===== src/rtl/branch_resolve_unit_pkg.sv =====
// Shared definitions for the EX-stage branch resolve unit: condition codes,
// flag layout, predictor counter encodings, FSM states and condition evaluation.
package branch_resolve_unit_pkg;

  localparam logic [3:0] COND_EQ = 4'd0;
  localparam logic [3:0] COND_NE = 4'd1;
  localparam logic [3:0] COND_CS = 4'd2;
  localparam logic [3:0] COND_CC = 4'd3;
  localparam logic [3:0] COND_MI = 4'd4;
  localparam logic [3:0] COND_PL = 4'd5;
  localparam logic [3:0] COND_VS = 4'd6;
  localparam logic [3:0] COND_VC = 4'd7;
  localparam logic [3:0] COND_HI = 4'd8;
  localparam logic [3:0] COND_LS = 4'd9;
  localparam logic [3:0] COND_GE = 4'd10;
  localparam logic [3:0] COND_LT = 4'd11;
  localparam logic [3:0] COND_GT = 4'd12;
  localparam logic [3:0] COND_LE = 4'd13;
  localparam logic [3:0] COND_AL = 4'd14;
  localparam logic [3:0] COND_NV = 4'd15;

  // Flag vector layout is {N,Z,C,V}
  localparam int FLAG_N = 3;
  localparam int FLAG_Z = 2;
  localparam int FLAG_C = 1;
  localparam int FLAG_V = 0;

  localparam logic [1:0] PHT_SNT = 2'b00;
  localparam logic [1:0] PHT_WNT = 2'b01;
  localparam logic [1:0] PHT_WT  = 2'b10;
  localparam logic [1:0] PHT_ST  = 2'b11;

  typedef enum logic [1:0] {
    ST_IDLE      = 2'd0,
    ST_WAIT_SLOT = 2'd1,
    ST_ISSUE     = 2'd2
  } bru_state_e;

  function automatic logic cond_eval(input logic [3:0] cond, input logic [3:0] flags);
    logic n, z, c, v, res;
    n = flags[FLAG_N];
    z = flags[FLAG_Z];
    c = flags[FLAG_C];
    v = flags[FLAG_V];
    case (cond)
      COND_EQ: res = z;
      COND_NE: res = !z;
      COND_CS: res = c;
      COND_CC: res = !c;
      COND_MI: res = n;
      COND_PL: res = !n;
      COND_VS: res = v;
      COND_VC: res = !v;
      COND_HI: res = c & !z;
      COND_LS: res = !c | z;
      COND_GE: res = (n == v);
      COND_LT: res = (n != v);
      COND_GT: res = !z & (n == v);
      COND_LE: res = z | (n != v);
      COND_AL: res = 1'b1;
      default: res = 1'b0;
    endcase
    return res;
  endfunction

endpackage


===== src/rtl/branch_resolve_unit_pht.sv =====
// Bimodal pattern history table: DEPTH 2-bit saturating counters, one
// combinational read port for IF and one update port driven at EX resolve.
module bimodal_pht
  import branch_resolve_unit_pkg::*;
#(
  parameter int DEPTH = 16,
  parameter int IDX_W = $clog2(DEPTH)
) (
  input  logic             clk,
  input  logic             rst_n,
  input  logic [IDX_W-1:0] rd_idx,
  output logic             rd_taken,
  input  logic             upd_en,
  input  logic [IDX_W-1:0] upd_idx,
  input  logic             upd_taken
);

  logic [1:0] ctr_q [DEPTH];

  always_ff @(posedge clk or negedge rst_n) begin
    if (!rst_n) begin
      for (int i = 0; i < DEPTH; i++) ctr_q[i] <= PHT_WNT;
    end else if (upd_en) begin
      if (upd_taken && ctr_q[upd_idx] != PHT_ST)
        ctr_q[upd_idx] <= ctr_q[upd_idx] + 2'd1;
      else if (!upd_taken && ctr_q[upd_idx] != PHT_SNT)
        ctr_q[upd_idx] <= ctr_q[upd_idx] - 2'd1;
    end
  end

  // Reads see the pre-update value when the same entry is written this cycle
  assign rd_taken = ctr_q[rd_idx][1];

endmodule


===== src/rtl/branch_resolve_unit.sv =====
// EX-stage branch resolution: flag register with forwarding, condition
// evaluation, bimodal prediction, mispredict redirect with optional delay slot.
module branch_resolve_unit
  import branch_resolve_unit_pkg::*;
#(
  parameter int ADDR_W      = 32,
  parameter int PHT_DEPTH   = 16,
  parameter int DELAY_SLOTS = 1,
  parameter int CNT_W       = 16
) (
  input  logic              clk,
  input  logic              rst_n,
  input  logic              flag_we,
  input  logic [3:0]        flags_in,
  input  logic              ex_valid,
  input  logic              ex_B,
  input  logic              ex_BL,
  input  logic [3:0]        ex_cond,
  input  logic [ADDR_W-1:0] ex_pc,
  input  logic [ADDR_W-1:0] ex_target,
  input  logic              ex_pred_taken,
  input  logic [ADDR_W-1:0] if_pc,
  output logic              if_pred_taken,
  output logic              redirect_valid,
  output logic [ADDR_W-1:0] redirect_pc,
  output logic              link_we,
  output logic [ADDR_W-1:0] link_addr,
  output logic              slot_branch_err,
  output logic [CNT_W-1:0]  mispredict_cnt
);

  localparam int IDX_W = $clog2(PHT_DEPTH);

  logic [3:0]        flag_q;
  logic [3:0]        flags_eff;
  logic              is_branch;
  logic              resolve;
  logic              taken;
  logic              mispredict;
  logic [ADDR_W-1:0] seq_pc;
  logic [ADDR_W-1:0] correct_pc;
  bru_state_e        state_q, state_d;
  logic              redirect_set;
  logic              unused_if_pc_bits;

  assign flags_eff  = flag_we ? flags_in : flag_q;
  assign is_branch  = ex_B | ex_BL;
  assign resolve    = ex_valid & is_branch & (state_q == ST_IDLE);
  assign taken      = cond_eval(ex_cond, flags_eff);
  assign mispredict = resolve & (taken != ex_pred_taken);
  assign seq_pc     = ex_pc + ADDR_W'(4 * (1 + DELAY_SLOTS));
  assign correct_pc = taken ? ex_target : seq_pc;

  assign unused_if_pc_bits = ^{if_pc[ADDR_W-1:IDX_W+2], if_pc[1:0]};

  bimodal_pht #(
    .DEPTH (PHT_DEPTH),
    .IDX_W (IDX_W)
  ) u_pht (
    .clk       (clk),
    .rst_n     (rst_n),
    .rd_idx    (if_pc[IDX_W+1:2]),
    .rd_taken  (if_pred_taken),
    .upd_en    (resolve),
    .upd_idx   (ex_pc[IDX_W+1:2]),
    .upd_taken (taken)
  );

  // Without a delay slot the redirect fires straight from IDLE; with one, the
  // FSM waits for the slot instruction to enter EX before flushing.
  always_comb begin
    state_d      = state_q;
    redirect_set = 1'b0;
    case (state_q)
      ST_IDLE: begin
        if (mispredict) begin
          if (DELAY_SLOTS == 0) redirect_set = 1'b1;
          else                  state_d      = ST_WAIT_SLOT;
        end
      end
      ST_WAIT_SLOT: begin
        if (ex_valid) begin
          state_d      = ST_ISSUE;
          redirect_set = 1'b1;
        end
      end
      ST_ISSUE: state_d = ST_IDLE;
      default:  state_d = ST_IDLE;
    endcase
  end

  always_ff @(posedge clk or negedge rst_n) begin
    if (!rst_n) begin
      state_q         <= ST_IDLE;
      flag_q          <= 4'd0;
      redirect_valid  <= 1'b0;
      redirect_pc     <= '0;
      link_we         <= 1'b0;
      link_addr       <= '0;
      slot_branch_err <= 1'b0;
      mispredict_cnt  <= '0;
    end else begin
      state_q        <= state_d;
      redirect_valid <= redirect_set;
      link_we        <= resolve & ex_BL & taken;
      if (flag_we) flag_q <= flags_in;
      // Correct PC is captured at resolve and held until the redirect issues
      if (mispredict) redirect_pc <= correct_pc;
      if (resolve && ex_BL && taken) link_addr <= seq_pc;
      if (state_q == ST_WAIT_SLOT && ex_valid && is_branch) slot_branch_err <= 1'b1;
      if (mispredict && mispredict_cnt != '1) mispredict_cnt <= mispredict_cnt + 1'b1;
    end
  end

endmodule


===== config.mk =====
export PLATFORM = sky130hd
export DESIGN_NAME = branch_resolve_unit
export DESIGN_NICKNAME = d
export VERILOG_FILES = /design/src/rtl/branch_resolve_unit_pkg.sv /design/src/rtl/branch_resolve_unit_pht.sv /design/src/rtl/branch_resolve_unit.sv
export SDC_FILE = /design/constraint.sdc
export NUM_CORES = 1
export LEC_CHECK = 0
export BUFFER_PORTS_ARGS = -buffer_cell sky130_fd_sc_hd__buf_2
export CAP_MARGIN = 20
export CORE_MARGIN = 3
export CORE_UTILIZATION = 45
export CTS_BUF_LIST = sky130_fd_sc_hd__clkbuf_2
export DETAILED_ROUTE_END_ITERATION = 10
export PLACE_DENSITY_LB_ADDON = 0.25
export SYNTH_ARGS = -nofsm -noshare
export SYNTH_HDL_FRONTEND = slang
export SYNTH_SLANG_ARGS = --single-unit

===== constraint.sdc =====
create_clock -name clk -period 6.1 [get_ports clk]
set_clock_uncertainty 0.1 [all_clocks]
set_input_delay 0.61 -clock clk [delete_from_list [all_inputs] [get_ports clk]]
set_output_delay 0.61 -clock clk [all_outputs]
set_load 0.05 [all_outputs]

Word level (Yosys, flattened, before mapping):

Cells that the tools add are included.

* bits in registers: 121
* input bits: 111
* word-level logic and storage cells: 104

* bitwise operators: 12
* equal/unequal tests: 22
* mux-type cells: 20
* add/sub/neg operators: 4
* magnitude comparators: 3
* reductions and logical operators: 19

Operator list (number)
* 2-to-1 mux 32 bit: 3
* bitwise mux 32 bit: 2
* adder 32 x 4 -> 32 bit (second input constant): 1
* == test 4 bit (second input constant): 7
* adder 16 x 1 -> 16 bit (second input constant): 1
* binary-select mux 2 bit (select 4 bit): 2
* == test 4 x 3 -> 1 bit (second input constant): 4
* inequality test 16 bit (second input constant): 1
* one-hot mux 1 bit (15 select lines): 1
* 2-to-1 mux 2 bit: 7
* >= comparator 5 bit (second input constant): 2
* NOT 4 -> 5 bit: 2
* demux 2 bit (select 4 bit): 1
* == test 4 x 2 -> 1 bit (second input constant): 2
* logical AND 1 bit: 8
* AND 1 bit: 7
* inequality test 2 bit (second input constant): 3
* logical NOT 1 bit: 5
* less-than comparator 5 x 1 -> 1 bit (second input constant): 1
* == test 4 x 1 -> 1 bit (second input constant): 1
* logical NOT 4 bit: 1
* 2-to-1 mux 4 bit: 1
* one-hot mux 2 bit (2 select lines): 1
* AND reduction 2 bit: 2
* 9 further kinds: 14

Depth between registers and ports, before layout:

* depth after elaboration: 8
* depth in mapped cells: 13

Hierarchy:

From an unflattened synthesis, not the netlist that was laid out.

* cell total of the unflattened synthesis: 655
* area total of the unflattened synthesis: 6967.9 sq um

By module, submodules not included
* branch_resolve_unit: cells each 512, times used 1, area each 4909.7 sq um
* bimodal_pht: cells each 143, times used 1, area each 2058.2 sq um

Worst setup path after synthesis:

Ideal clock, no wire load.

* kind: input-to-reg
* start: input port ex_pc[2]
* end: register u_pht.ctr_q[13] (netlist bit)
* setup slack: 2338 ps
* arrival: 3536 ps
* stages on the path: 12
* cell sequence: clkbuf_1 mux4_2 mux2_2 o21ai_1 clkbuf_1 inv_1 ha_1 nor2b_1 nand3_1 and2_0 clkbuf_1 o32a_1

* cells in the longest elaborated chain, start to end: 8

RTL lines
* start, declared: line branch_resolve_unit.sv:19 `input logic [ADDR_W-1:0] ex_pc,`
* NOT 4 -> 5 bit (implied by the code) (*)
* binary-select mux 2 bit (select 4 bit) (tied with other cells)
* 2-to-1 mux 2 bit (implied by the code) or logical AND 1 bit (tied branches)
* 2-to-1 mux 2 bit (on tied branches)
* subtractor 2 x 1 -> 2 bit (tied with other cells): line branch_resolve_unit_pht.sv:27 `ctr_q[upd_idx] <= ctr_q[upd_idx] - 2'd1;`
* bitwise mux 32 bit (tied with other cells): line branch_resolve_unit_pht.sv:27
* 2-to-1 mux 32 bit or nonzero test 2 bit (tied branches)
* 2-to-1 mux 32 bit or AND reduction 2 bit (tied branches)
* end signal, assigned by index: line branch_resolve_unit_pht.sv:25 `ctr_q[upd_idx] <= ctr_q[upd_idx] + 2'd1;`
* end signal, assigned by index: line branch_resolve_unit_pht.sv:27
* end, declared: line branch_resolve_unit_pht.sv:18 `logic [1:0] ctr_q [DEPTH];`

Every way passes the cells marked *; elsewhere a longest branch is shown, timed or not. The select of a mux whose other input is x is not followed.
A chain may end at the register's enable or synchronous reset.

Worst setup path in the final report:

* start: register flag_q[3]
* end: register redirect_pc[31]

* cells in the longest elaborated chain, start to end: 6

RTL lines
* start, declared: line branch_resolve_unit.sv:34 `logic [3:0] flag_q;`
* start signal, assigned: line branch_resolve_unit.sv:106 `if (flag_we) flag_q <= flags_in;`
* 2-to-1 mux 4 bit (*)
* inequality test 1 bit or == test 1 bit (tied branches)
* OR 1 bit or AND 1 bit (tied branches): line branch_resolve_unit_pkg.sv:59, branch_resolve_unit_pkg.sv:58
* one-hot mux 1 bit (15 select lines) (*): line branch_resolve_unit_pkg.sv:45 `case (cond)`
* inequality test 1 bit: line branch_resolve_unit.sv:50 `assign mispredict = resolve & (taken != ex_pred_taken);`
* AND 1 bit: line branch_resolve_unit.sv:50
* end signal, assigned: line branch_resolve_unit.sv:108 `if (mispredict) redirect_pc <= correct_pc;`
* end, declared: line branch_resolve_unit.sv:25 `output logic [ADDR_W-1:0] redirect_pc,`

Every way passes the cells marked *; elsewhere a longest branch is shown, timed or not.

==> results.txt <==
----------------------------------------------------
[Pwr]
  Net switching share of the total power ... ~47%
  Pint ... between 2 and 2.5 mW
  Leak pwr ... between 3 and 4 nW
  Share of total power in combinational logic ... just under 50%
  Portion of total power attributed to the clock network ... around 17%
  Relative contribution of sequential cells to total power ... 34.6%
  Worst VDD drop ... 0.343 mV
  Total power ... around 3.9 mW
  Power density over the cells ... around 450 nW/um^2
  Net load switching power ... 1.83 mW

[Min path]
  Path type of the worst min-delay path ... in -> reg

[Global routing]
  Vias in the first global route ... around 6,500
  Pin count of the biggest net entering global routing ... 70
  Global-route wire length before repair ... ~34 mm
  Antenna violations before repair ... 0
  Aggregate global routing overflow ... 0
  GR Layer Usage met1 ... between 30% and 40%
  Met3 capacity usage during global routing ... 5.29%
  Met2 usage ... a little under two fifths
  Gr busiest metal ... met2
  Global router's overall resource usage ... a little under a quarter

[Synth]
  Warnings, synthesis ... 0
  Synthesized area ... about 7400 sq um
  Synthesized net count ... 860
  Compound-cell area share of the yosys netlist ... between 10% and 20%
  Avg Inst Size Synth ... between 9 and 10 sq um
  Top cell types by occurrence after synthesis ... 105 x sky130_fd_sc_hd__dfrtp_1, 57 x sky130_fd_sc_hd__nor2_1, 51 x sky130_fd_sc_hd__clkbuf_1
  Synth Flop Type ... sky130_fd_sc_hd__dfrtp_1
  Post-synthesis share of cell area spent on full adders, half adders and majority gates ... less than 1%
  Synthesized instance count ... 745
  Async set-or-reset flop fraction in the synthesized netlist ... between 90% and 100%
  Number of flops mapped to enable cells by yosys ... 0
  Area share of xor/xnor cells in the synthesized design ... approximately 5.3%
  Most frequently used cell type in the post-synthesis netlist ... sky130_fd_sc_hd__dfrtp_1
  Count of cell types in the netlist ... 58
  Main combinational cell family by area after synthesis ... compound AO/OA/AOI/OAI gates
  Post-Synth Simple-Gate Area ... ~17%
  Library cell occupying the most area in the post-synthesis netlist ... sky130_fd_sc_hd__dfrtp_1
  Share of the synthesized area in the top cell type ... between 30% and 40%
  Flop and latch count out of synthesis ... between 100 and 150
  Area contributors post-synth ... sky130_fd_sc_hd__dfrtp_1 35%, sky130_fd_sc_hd__dfstp_2 5.7%, sky130_fd_sc_hd__mux2_2 5.0%
  Fraction of the yosys area taken by sequential cells ... about two fifths
  Share of cell area taken by muxes after synthesis ... between 10% and 20%

[Clocking]
  CTS max path bufs ... 2
  Clock latency reported for the late side of the worst-skew pair ... between 0.6 and 0.7 ns
  H-tree depth ... 4
  Number of clock sinks ... between 100 and 150
  Number of buffers inserted during clock tree synthesis ... 17
  Setup fix buffers added after clock tree synthesis ... 0
  Clock-pin slew on the worst setup and hold paths ... ~0.19 ns
  TritonCTS clock tree ... built
  Root buffer selected by CTS ... sky130_fd_sc_hd__clkbuf_2

[Placement]
  Placed cell count ... 1,071
  Worst setup slack before clock tree synthesis ... 2.04 ns
  HPWL reported at the end of detailed placement ... roughly 14 mm
  Buffers on Ports ... between 150 and 200
  Placer's final routability congestion estimate ... 0.864

[Route]
  Total via count after detailed routing ... between 6,000 and 7,000
  Initial DRT Pass Iterations ... 8
  Post-DRT Antenna Nets ... 0
  DRC violation total after the first TritonRoute iteration ... about 550
  Wire length per cell ... roughly 19 um
  Vias/cell ... 5.91
  Routed wire length ... about 21 mm
  Remaining routing DRC violations ... 0

[Cells and area]
  Count of antenna diodes in the layout ... 0
  Final net count ... a little under 1,000
  Proportion of layout cells with a drive suffix above 1 ... 35.9%
  Non-Filler Instances ... 1,105
  Area delta synth->final ... 16.8%

[Timing]
  Number of pins with negative max-slew slack in the final report ... 0
  Final-report hold violation count ... 0
  Fmax ... approximately 280 MHz
  Total negative setup slack ... 0 ns
  Time the final worst path needs with I/O delays and setup ... about 3.6 ns
  Post-route clock period utilization ... about 59%
  RSZ-0062 raised after global routing ... no
  Count of endpoints failing setup in the final report ... 0
  Transition at the pin with the smallest max-transition slack ... 1.01 ns
  Max-Slew Margin vs Limit ... between 30 and 40%
  Final worst hold slack ... 0.0819 ns
  Min setup slack post-route ... roughly 2.5 ns

[Die]
  Chip Height ... around 130 um
  FP Rows ... 46
  Die W ... 134 um
  Boundary Pins ... between 150 and 200
  Standard cell core area ... 16,000 sq um
  Starting density of the core ... roughly 46%
  Die outline area ... 18,100 sq um

[Flow run]
  Max capacitance violation total ... 0

[Critical path]
  Critical Path Sink Type ... flip-flop
  Startpoint Class ... flip-flop
  Critical path data required time ... 6.55 ns
  Kind of critical path ... reg -> reg
  Maximum fanout along the worst path ... 56
  Critical path data arrival time ... between 4 and 5 ns

[Status]
  Outcome ... completed

----------------------------------------------------
==> cells by family (layout without fill, tap and decap cells) <==
kind of cell / after synthesis / count (layout)
adder cells (fa/ha/maj): 4 / 4
buffers and inverters: 80 / 224
AND/OR/NAND/NOR: 234 / 234
XOR/XNOR: 45 / 45
AO/OA/AOI/OAI: 177 / 177
flip-flops: 121 / 121
multiplexers: 84 / 84
==> layout make-up <==
| class | count | area [sq um] |
|---|---|---|
| well taps | 216 | 270 |
| clock inverters | 10 | 198 |
| repair buffers | 178 | 928 |
| clock buffers | 22 | 110 |
| multi-input cells | 544 | 4070 |
| flip-flops and latches | 121 | 3050 |
| fillers | 1516 | 7320 |
| inverters | 14 | 52.6 |
==> cells in the final DEF, fill, tap and decap left out, types with 21 or more instances in the layout <==
| cell | instances |
|---|---|
| sky130_fd_sc_hd__buf_2 | 165 |
| sky130_fd_sc_hd__mux2_2 | 33 |
| sky130_fd_sc_hd__o221a_2 | 21 |
| sky130_fd_sc_hd__nand2_1 | 26 |
| sky130_fd_sc_hd__nor2_1 | 55 |
| sky130_fd_sc_hd__xnor2_1 | 35 |
| sky130_fd_sc_hd__o21ai_0 | 33 |
| sky130_fd_sc_hd__o211ai_1 | 30 |
| sky130_fd_sc_hd__nand3_1 | 26 |
| sky130_fd_sc_hd__clkbuf_2 | 22 |
| sky130_fd_sc_hd__nor4_1 | 21 |
| sky130_fd_sc_hd__a21oi_1 | 42 |
| sky130_fd_sc_hd__nor3_1 | 32 |
| sky130_fd_sc_hd__dfrtp_1 | 105 |
==> layer usage <==
layer / vias to the layer above / share of wire (%)
li1: 3071 / -
met1: 3228 / 43
met2: 203 / 49
met3: 28 / 6.2
met4: 0 / 1.8
met5: - / 0
==> worst paths after layout <==
path / start / end / slack (ns) / cells past startpoint
worst max-delay path: flag_q[3]$_DFF_PN0_ / redirect_pc[31]$_DFFE_PN0P_ / 2.48 / 9
worst min-delay path: ex_pc[1] / link_addr[1]$_DFFE_PN0P_ / 0.08 / 2
worst max register to register: flag_q[3]$_DFF_PN0_ / redirect_pc[31]$_DFFE_PN0P_ / 2.48 / 9
worst min register to register: mispredict_cnt[15]$_DFFE_PN0P_ / mispredict_cnt[15]$_DFFE_PN0P_ / 0.40 / 1
max in group asynchronous: rst_n / u_pht.ctr_q[17]$_DFFE_PN0P_ / 4.14 / 3
min in group asynchronous: rst_n / link_addr[27]$_DFFE_PN0P_ / 0.39 / 2
==> power by group through the flow <==
stage / Clock (mW) / Combinational (mW) / Sequential (mW)
final: 0.666 / 1.91 / 1.36
after global routing: 0.718 / 2.04 / 1.41
after CTS: 0.678 / 1.93 / 1.36
after detailed placement: 0 / 1.92 / 1.38
after global placement: 0 / 1.89 / 1.37
after floorplan: 0 / 0.746 / 2.06
==> timing repair <==
action | in CTS | in global routing
hold buffers | 2 | 0
endpoints found under the hold margin | 53 | 0
gates resized for setup | 0 | 0
==> stage by stage <==
stage	instance area, sq um	util [%]
2_1_floorplan	7430	-
3_3_place_gp	8350	52.2
3_5_place_dp	8350	52.2
4_1_cts	8680	54.2
5_1_grt	8680	54.2
6_report	8680	54.2
==> critical path, stage by stage (launching register included) <==
cell                        delay (ns)
sky130_fd_sc_hd__dfrtp_1          0.44
sky130_fd_sc_hd__mux4_2           0.48
sky130_fd_sc_hd__xnor2_1          0.15
sky130_fd_sc_hd__o311ai_1         0.13
sky130_fd_sc_hd__or2_2            0.40
sky130_fd_sc_hd__buf_4            0.33
sky130_fd_sc_hd__nor2_2           0.79
sky130_fd_sc_hd__buf_4            0.29
sky130_fd_sc_hd__nor3_1           0.05
sky130_fd_sc_hd__a2111oi_0        0.33
Power figures use the tool's default switching activity.
